## config.mk

```make
export PLATFORM = sky130hd
export DESIGN_NAME = data_mem_responder
export DESIGN_NICKNAME = d
export VERILOG_FILES = /design/src/rtl/data_mem_responder_pkg.sv /design/src/rtl/data_mem_responder_byte_ram.sv /design/src/rtl/data_mem_responder.sv
export SDC_FILE = /design/constraint.sdc
export NUM_CORES = 2
export LEC_CHECK = 0
export ABC_CLOCK_PERIOD_IN_PS = 9900
export CORE_ASPECT_RATIO = 1.5
export CORE_MARGIN = 3
export CORE_UTILIZATION = 30
export CTS_BUF_LIST = sky130_fd_sc_hd__clkbuf_16
export DETAILED_ROUTE_END_ITERATION = 12
export PLACE_DENSITY = 0.41
export SLEW_MARGIN = 20
export SYNTH_ARGS = -nofsm -noshare
export SYNTH_HDL_FRONTEND = slang
export SYNTH_SLANG_ARGS = --single-unit
```

## constraint.sdc

```tcl
create_clock -name clk -period 9.9 [get_ports clk]
set_input_delay 0.99 -clock clk [delete_from_list [all_inputs] [get_ports clk]]
set_output_delay 0.99 -clock clk [all_outputs]
set_load 0.05 [all_outputs]
```

## src/rtl/data_mem_responder_pkg.sv

```systemverilog
// Shared types for the core: instruction-decode opcodes, memory access widths
// and the data-memory responder state encoding, plus width helper functions.
package data_mem_responder_pkg;

  typedef enum logic [6:0] {
    OPC_LOAD   = 7'b0000011,
    OPC_STORE  = 7'b0100011,
    OPC_OP_IMM = 7'b0010011,
    OPC_OP     = 7'b0110011,
    OPC_BRANCH = 7'b1100011,
    OPC_JAL    = 7'b1101111,
    OPC_JALR   = 7'b1100111,
    OPC_LUI    = 7'b0110111,
    OPC_AUIPC  = 7'b0010111
  } opcode_e;

  // funct3 of loads/stores
  typedef enum logic [2:0] {
    BITS8   = 3'b000,
    BITS16  = 3'b001,
    BITS32  = 3'b010,
    BITS8U  = 3'b100,
    BITS16U = 3'b101
  } mem_width_e;

  typedef enum logic [1:0] {
    IDLE     = 2'd0,
    TRANSFER = 2'd1,
    RESPOND  = 2'd2
  } mem_state_e;

  function automatic logic [2:0] width_bytes(input logic [2:0] w);
    case (w)
      BITS16, BITS16U: width_bytes = 3'd2;
      BITS32:          width_bytes = 3'd4;
      default:         width_bytes = 3'd1;
    endcase
  endfunction

  function automatic logic width_legal(input logic write, input logic [2:0] w);
    case (w)
      BITS8, BITS16, BITS32: width_legal = 1'b1;
      BITS8U, BITS16U:       width_legal = !write;
      default:               width_legal = 1'b0;
    endcase
  endfunction

  function automatic logic [31:0] load_extend(input logic [31:0] v, input logic [2:0] w);
    case (w)
      BITS8:   load_extend = {{24{v[7]}}, v[7:0]};
      BITS16:  load_extend = {{16{v[15]}}, v[15:0]};
      BITS8U:  load_extend = {24'd0, v[7:0]};
      BITS16U: load_extend = {16'd0, v[15:0]};
      default: load_extend = v;
    endcase
  endfunction

endpackage

```

## src/rtl/data_mem_responder_byte_ram.sv

```systemverilog
// Byte-wide data memory: single port, synchronous write, combinational read.
// Contents are intentionally not reset.
module byte_ram #(
  parameter int unsigned DEPTH_BYTES = 256,
  parameter int unsigned AW = $clog2(DEPTH_BYTES)
) (
  input  logic          clk,
  input  logic          we,
  input  logic [AW-1:0] addr,
  input  logic [7:0]    wdata,
  output logic [7:0]    rdata
);

  logic [7:0] mem [DEPTH_BYTES];

  always_ff @(posedge clk) begin
    if (we) mem[addr] <= wdata;
  end

  assign rdata = mem[addr];

endmodule

```

## src/rtl/data_mem_responder.sv

```systemverilog
// Data-memory responder: accepts one load/store, moves one byte per cycle
// through byte_ram, then holds the response until the initiator takes it.
//
// state    | meaning
// ---------+-----------------------------------------------------------------
// IDLE     | req_ready=1, waiting for a request
// TRANSFER | one byte per cycle; a rejected request spends a single cycle
//          | here with no memory activity so its response lands one cycle later
// RESPOND  | rsp_valid=1, rdata/err held until rsp_ready
module data_mem_responder
  import data_mem_responder_pkg::*;
#(
  parameter int unsigned DEPTH_BYTES = 256
) (
  input  logic        clk,
  input  logic        rst_n,
  input  logic        req_valid,
  output logic        req_ready,
  input  logic        req_write,
  input  logic [2:0]  req_width,
  input  logic [31:0] req_addr,
  input  logic [31:0] req_wdata,
  output logic        rsp_valid,
  input  logic        rsp_ready,
  output logic [31:0] rsp_rdata,
  output logic        rsp_err
);

  localparam int unsigned AW = $clog2(DEPTH_BYTES);

  mem_state_e    state_q, state_d;
  logic          write_q;
  logic [2:0]    width_q;
  logic [AW-1:0] addr_q;
  logic [31:0]   wdata_q;
  logic [1:0]    idx_q;
  logic          err_q;
  logic [31:0]   rdata_q;

  logic          accept;
  logic [2:0]    req_nb;
  logic [32:0]   req_last_addr;
  logic          req_err;
  logic [2:0]    cur_nb;
  logic          last_byte;
  logic          ram_we;
  logic [AW-1:0] ram_addr;
  logic [7:0]    ram_wdata;
  logic [7:0]    ram_rdata;
  logic [31:0]   assembled;

  assign accept = req_valid && req_ready;

  // request check uses the full 32-bit address so nothing wraps
  assign req_nb        = width_bytes(req_width);
  assign req_last_addr = {1'b0, req_addr} + 33'(req_nb) - 33'd1;
  assign req_err       = !width_legal(req_write, req_width)
                      || ((req_addr[1:0] & 2'(req_nb - 3'd1)) != 2'd0)
                      || (req_last_addr >= 33'(DEPTH_BYTES));

  assign cur_nb    = width_bytes(width_q);
  assign last_byte = ({1'b0, idx_q} == (cur_nb - 3'd1));

  assign ram_we    = (state_q == TRANSFER) && write_q && !err_q;
  assign ram_addr  = addr_q + AW'(idx_q);
  assign ram_wdata = wdata_q[8*idx_q +: 8];
  assign assembled = rdata_q | ({24'd0, ram_rdata} << {idx_q, 3'b000});

  byte_ram #(.DEPTH_BYTES(DEPTH_BYTES)) u_ram (
    .clk   (clk),
    .we    (ram_we),
    .addr  (ram_addr),
    .wdata (ram_wdata),
    .rdata (ram_rdata)
  );

  always_ff @(posedge clk or negedge rst_n) begin
    if (!rst_n) state_q <= IDLE;
    else        state_q <= state_d;
  end

  always_comb begin
    state_d = state_q;
    case (state_q)
      IDLE:     if (accept) state_d = TRANSFER;
      TRANSFER: if (err_q || last_byte) state_d = RESPOND;
      RESPOND:  if (rsp_ready) state_d = IDLE;
      default:  state_d = IDLE;
    endcase
  end

  always_comb begin
    req_ready = (state_q == IDLE);
    rsp_valid = (state_q == RESPOND);
    rsp_rdata = (state_q == RESPOND) ? rdata_q : 32'd0;
    rsp_err   = (state_q == RESPOND) && err_q;
  end

  always_ff @(posedge clk or negedge rst_n) begin
    if (!rst_n) begin
      write_q <= 1'b0;
      width_q <= 3'b000;
      addr_q  <= '0;
      wdata_q <= 32'd0;
      idx_q   <= 2'd0;
      err_q   <= 1'b0;
      rdata_q <= 32'd0;
    end else begin
      case (state_q)
        IDLE: begin
          if (accept) begin
            write_q <= req_write;
            width_q <= req_width;
            addr_q  <= req_addr[AW-1:0];
            wdata_q <= req_wdata;
            err_q   <= req_err;
            idx_q   <= 2'd0;
            rdata_q <= 32'd0;
          end
        end
        TRANSFER: begin
          if (!err_q) begin
            idx_q <= idx_q + 2'd1;
            if (!write_q) rdata_q <= last_byte ? load_extend(assembled, width_q) : assembled;
          end
        end
        default: ;
      endcase
    end
  end

endmodule
```

==> results.txt <==
WHS Path Cells - 2
Bufs and invs on worst path - 2
Yosys reg bits - 2129
Worst-Skew Late Latency - 0.88 ns
Sw Share - 34.1%
Hold Vio Cnt, Final - 0
setup repair bufs after CTS - 0
Setup CP Type - flop to flop
initial antenna violation count - 5
Switch Pwr - 9710 uW
Final #Nets - 5048
Longest Clk Path Bufs - 4
utilization after layout - 34.5%
cell taking the most area after synthesis - edfxtp_1
Clock Tree Root - clkbuf_16
CTS tree - built
hold path start - wdata_q[17]
peak supply drop - 223 uV
Seq. cell area - 63500 um^2
post-synth net total - 4906
Pleak - 0.0313 uW
reg2reg start - idx_q[0]
max incr delay on CP - 1.19 ns
drt drc - 0
Pwr Density - 289 nW/um^2
I/O Buffers - 106
Layout area overhead - 14.1%
initial drt markers - 3425
crit-path most repeated cell - buf_4
Post-Route WL - 259 mm
fmax - 165 MHz
CORE AREA - 286000 um^2
placed cell count - 8467
max-slew violations - 0
FF-to-FF End - rdata_q[31]
vias in the first global route - 47100
Pre-antenna DRT Iters - 6
CTS Buf Count - 217
WHS Endpoint - wdata_q[17]
post-route antenna net violation count - 0
Hold WC Path Type - flop to flop
DR vias - 44600
top-count cell post-synth - edfxtp_1
r2r setup slk - 3.86 ns
first-pass GRT wire length - 367 mm
Critical path origin - idx_q[0]
CP startpoint kind - flop
P_int - 18800 uW
post-cts sizing count - 0
pre-CTS setup slack - 3.80 ns
worst setup margin - 3.86 ns
die width - 444 um
Worst-path clk slew - 0.06 ns
worst path required time - 10.64 ns
Detail Placement HPWL - 155 mm
Mapped Area - 86500 um^2
placer congestion estimate - 0.781
Post-synth EDFFs - 2048
max-cap viol count - 0
CP delay by family, top - adder cells
total power - 28500 uW
Area contributors post-synth - edfxtp_1 71%, mux4_2 13%, nand2_1 2.7%, dfrtp_1 2.3%, nor2_1 1.5%
GRT Overall Usage - 17.3%
area of the multi-input gates - 21300 um^2
Synth warnings - 0
asr flop ratio synth - 3.80%
Yosys cell types - 86
synth cell count leaders - 2048 x edfxtp_1, 617 x nand2_1, 515 x mux4_2
Num Clock Sinks - 2129
period utilization - 61.1%
Max Clock Skew - 0.0823 ns
drt wl/cell - 29.2 um
Synth top area share - 71.1%
Slew HR - 17.0%
Post-synth top flop - edfxtp_1
post-synthesis average cell area - 18.0 um^2
H-tree Lvls - 4
sequential power share - 40.1%
number of cells on the worst reg-to-reg path - 11
crit path max-delay cell type - fa_4
Cells after Synth - 4795
io pins - 107
site row count - 240
# setup viols final - 0
crit-path max FO - 36
Initial Util - 30.3%
fillers - 27100
layout cells sized above 1 - 19.5%
Critical Path, Cell by Cell - ha_4 -> fa_4 -> buf_4 -> buf_4 -> mux4_1 -> mux4_2 -> o221a_2 -> and4_1 -> a21oi_1 -> o21a_1 -> o21ba_2
Cell Count, Final, Fillers Out - 8855
GRT overflow - 0
Worst Setup End Kind - flop
Min Clock Period, post-route - 6.04 ns
Seq/Total Area, Yosys - 73.5%
Hold Buf Count CTS - 1
Gate power share - 31.4%
clock power share - 28.5%
setup_tns - 0 ns
Via density - 5.04
status - finished clean
Die Ht - 664 um
CP arrival - 6.78 ns
pin count of the biggest net entering global routing - 179
worst slew pin tran - 1.25 ns
Die ar. - 295000 um^2
RSZ-0062 raised after global routing - false
[final cells by class]
class | count | share of cell area (%)
Clock buffer | 223 | 5.66
Inverter | 62 | 0.236
Clock inverter | 161 | 1.28
Timing Repair Buffer | 213 | 2.11
Multi-Input combinational cell | 2314 | 21.6
Tap cell | 3751 | 4.76
Antenna cell | 2 | 0.00507
Sequential cell | 2129 | 64.4
[how the worst max path moves through the flow]
stage	to	slack, ns	cells after the start
2_1_floorplan	err_q	5.76	15
3_3_place_gp	rdata_q[31]	3.12	12
3_5_place_dp	rdata_q[29]	3.80	11
4_1_cts	rdata_q[23]	3.77	11
5_1_grt	rdata_q[21]	3.64	11
6_report	rdata_q[31]	3.86	11
[worst min-delay path: stages, from the launching register on]
cell     delay [ns]
dfrtp_1        0.34
nand2_1        0.05
nand2_1        0.06
[cells by family (layout without fill, tap and decap cells)]
| logic type | Yosys count | in the layout | share of synthesized area [%] |
|---|---|---|---|
| buf+inv | 352 | 659 | 2.23 |
| compound gates | 352 | 352 | 2.74 |
| xor+xnor | 16 | 16 | 0.192 |
| mux | 557 | 557 | 14.0 |
| other cells | 0 | 2 | 0 |
| fa+ha+maj | 39 | 39 | 0.582 |
| flops | 2129 | 2129 | 73.5 |
| simple gates | 1350 | 1350 | 6.77 |
[placed cells by master (no fill, tap or decap), drive strengths merged, types with 37 or more instances in the layout]
cell	count
a21oi	108
a31oi	37
and2	43
buf	107
clkbuf	223
clkdlybuf4s50	105
clkinv	94
dfrtp	81
edfxtp	2048
ha	37
inv	103
mux4	521
nand2	617
nand3	193
nor2	340
[power groups by stage]
stage / registers [uW] / logic (uW) / clock network, uW
final: 11400 / 8930 / 8120
after CTS: 11400 / 9200 / 8340
after global placement: 11600 / 9140 / 0
after global routing: 11400 / 9600 / 8660
after floorplan: 11600 / 5650 / 0
after detailed placement: 11600 / 9180 / 0
[layer usage]
| metal | global-route usage (%) | vias to the layer above | routed length [um] | part of all wire [%] |
|---|---|---|---|---|
| li1 | - | 19300 | - | - |
| met1 | 21.4 | 24000 | 105000 | 41 |
| met2 | 31.0 | 975 | 135000 | 52 |
| met3 | 1.83 | 357 | 8770 | 3.4 |
| met4 | 6.19 | 0 | 9680 | 3.7 |
| met5 | 0 | - | 0 | 0 |
[metrics by stage]
stage,hold slack (ns),instance area (um^2)
2_1_floorplan,0.440,86500
3_3_place_gp,0.451,91700
3_5_place_dp,0.460,91700
4_1_cts,0.477,98600
5_1_grt,0.494,98600
6_report,0.475,98600
[state kept, by name, indices dropped and copies added (netlist names), 2 cells and up]
| register | cells |
|---|---|
| state_q | 2 |
| rdata_q | 32 |
| u_ram.mem | 2048 |
| wdata_q | 32 |
| width_q | 3 |
| idx_q | 2 |
| addr_q | 8 |
(Power assumes the default switching activity.)
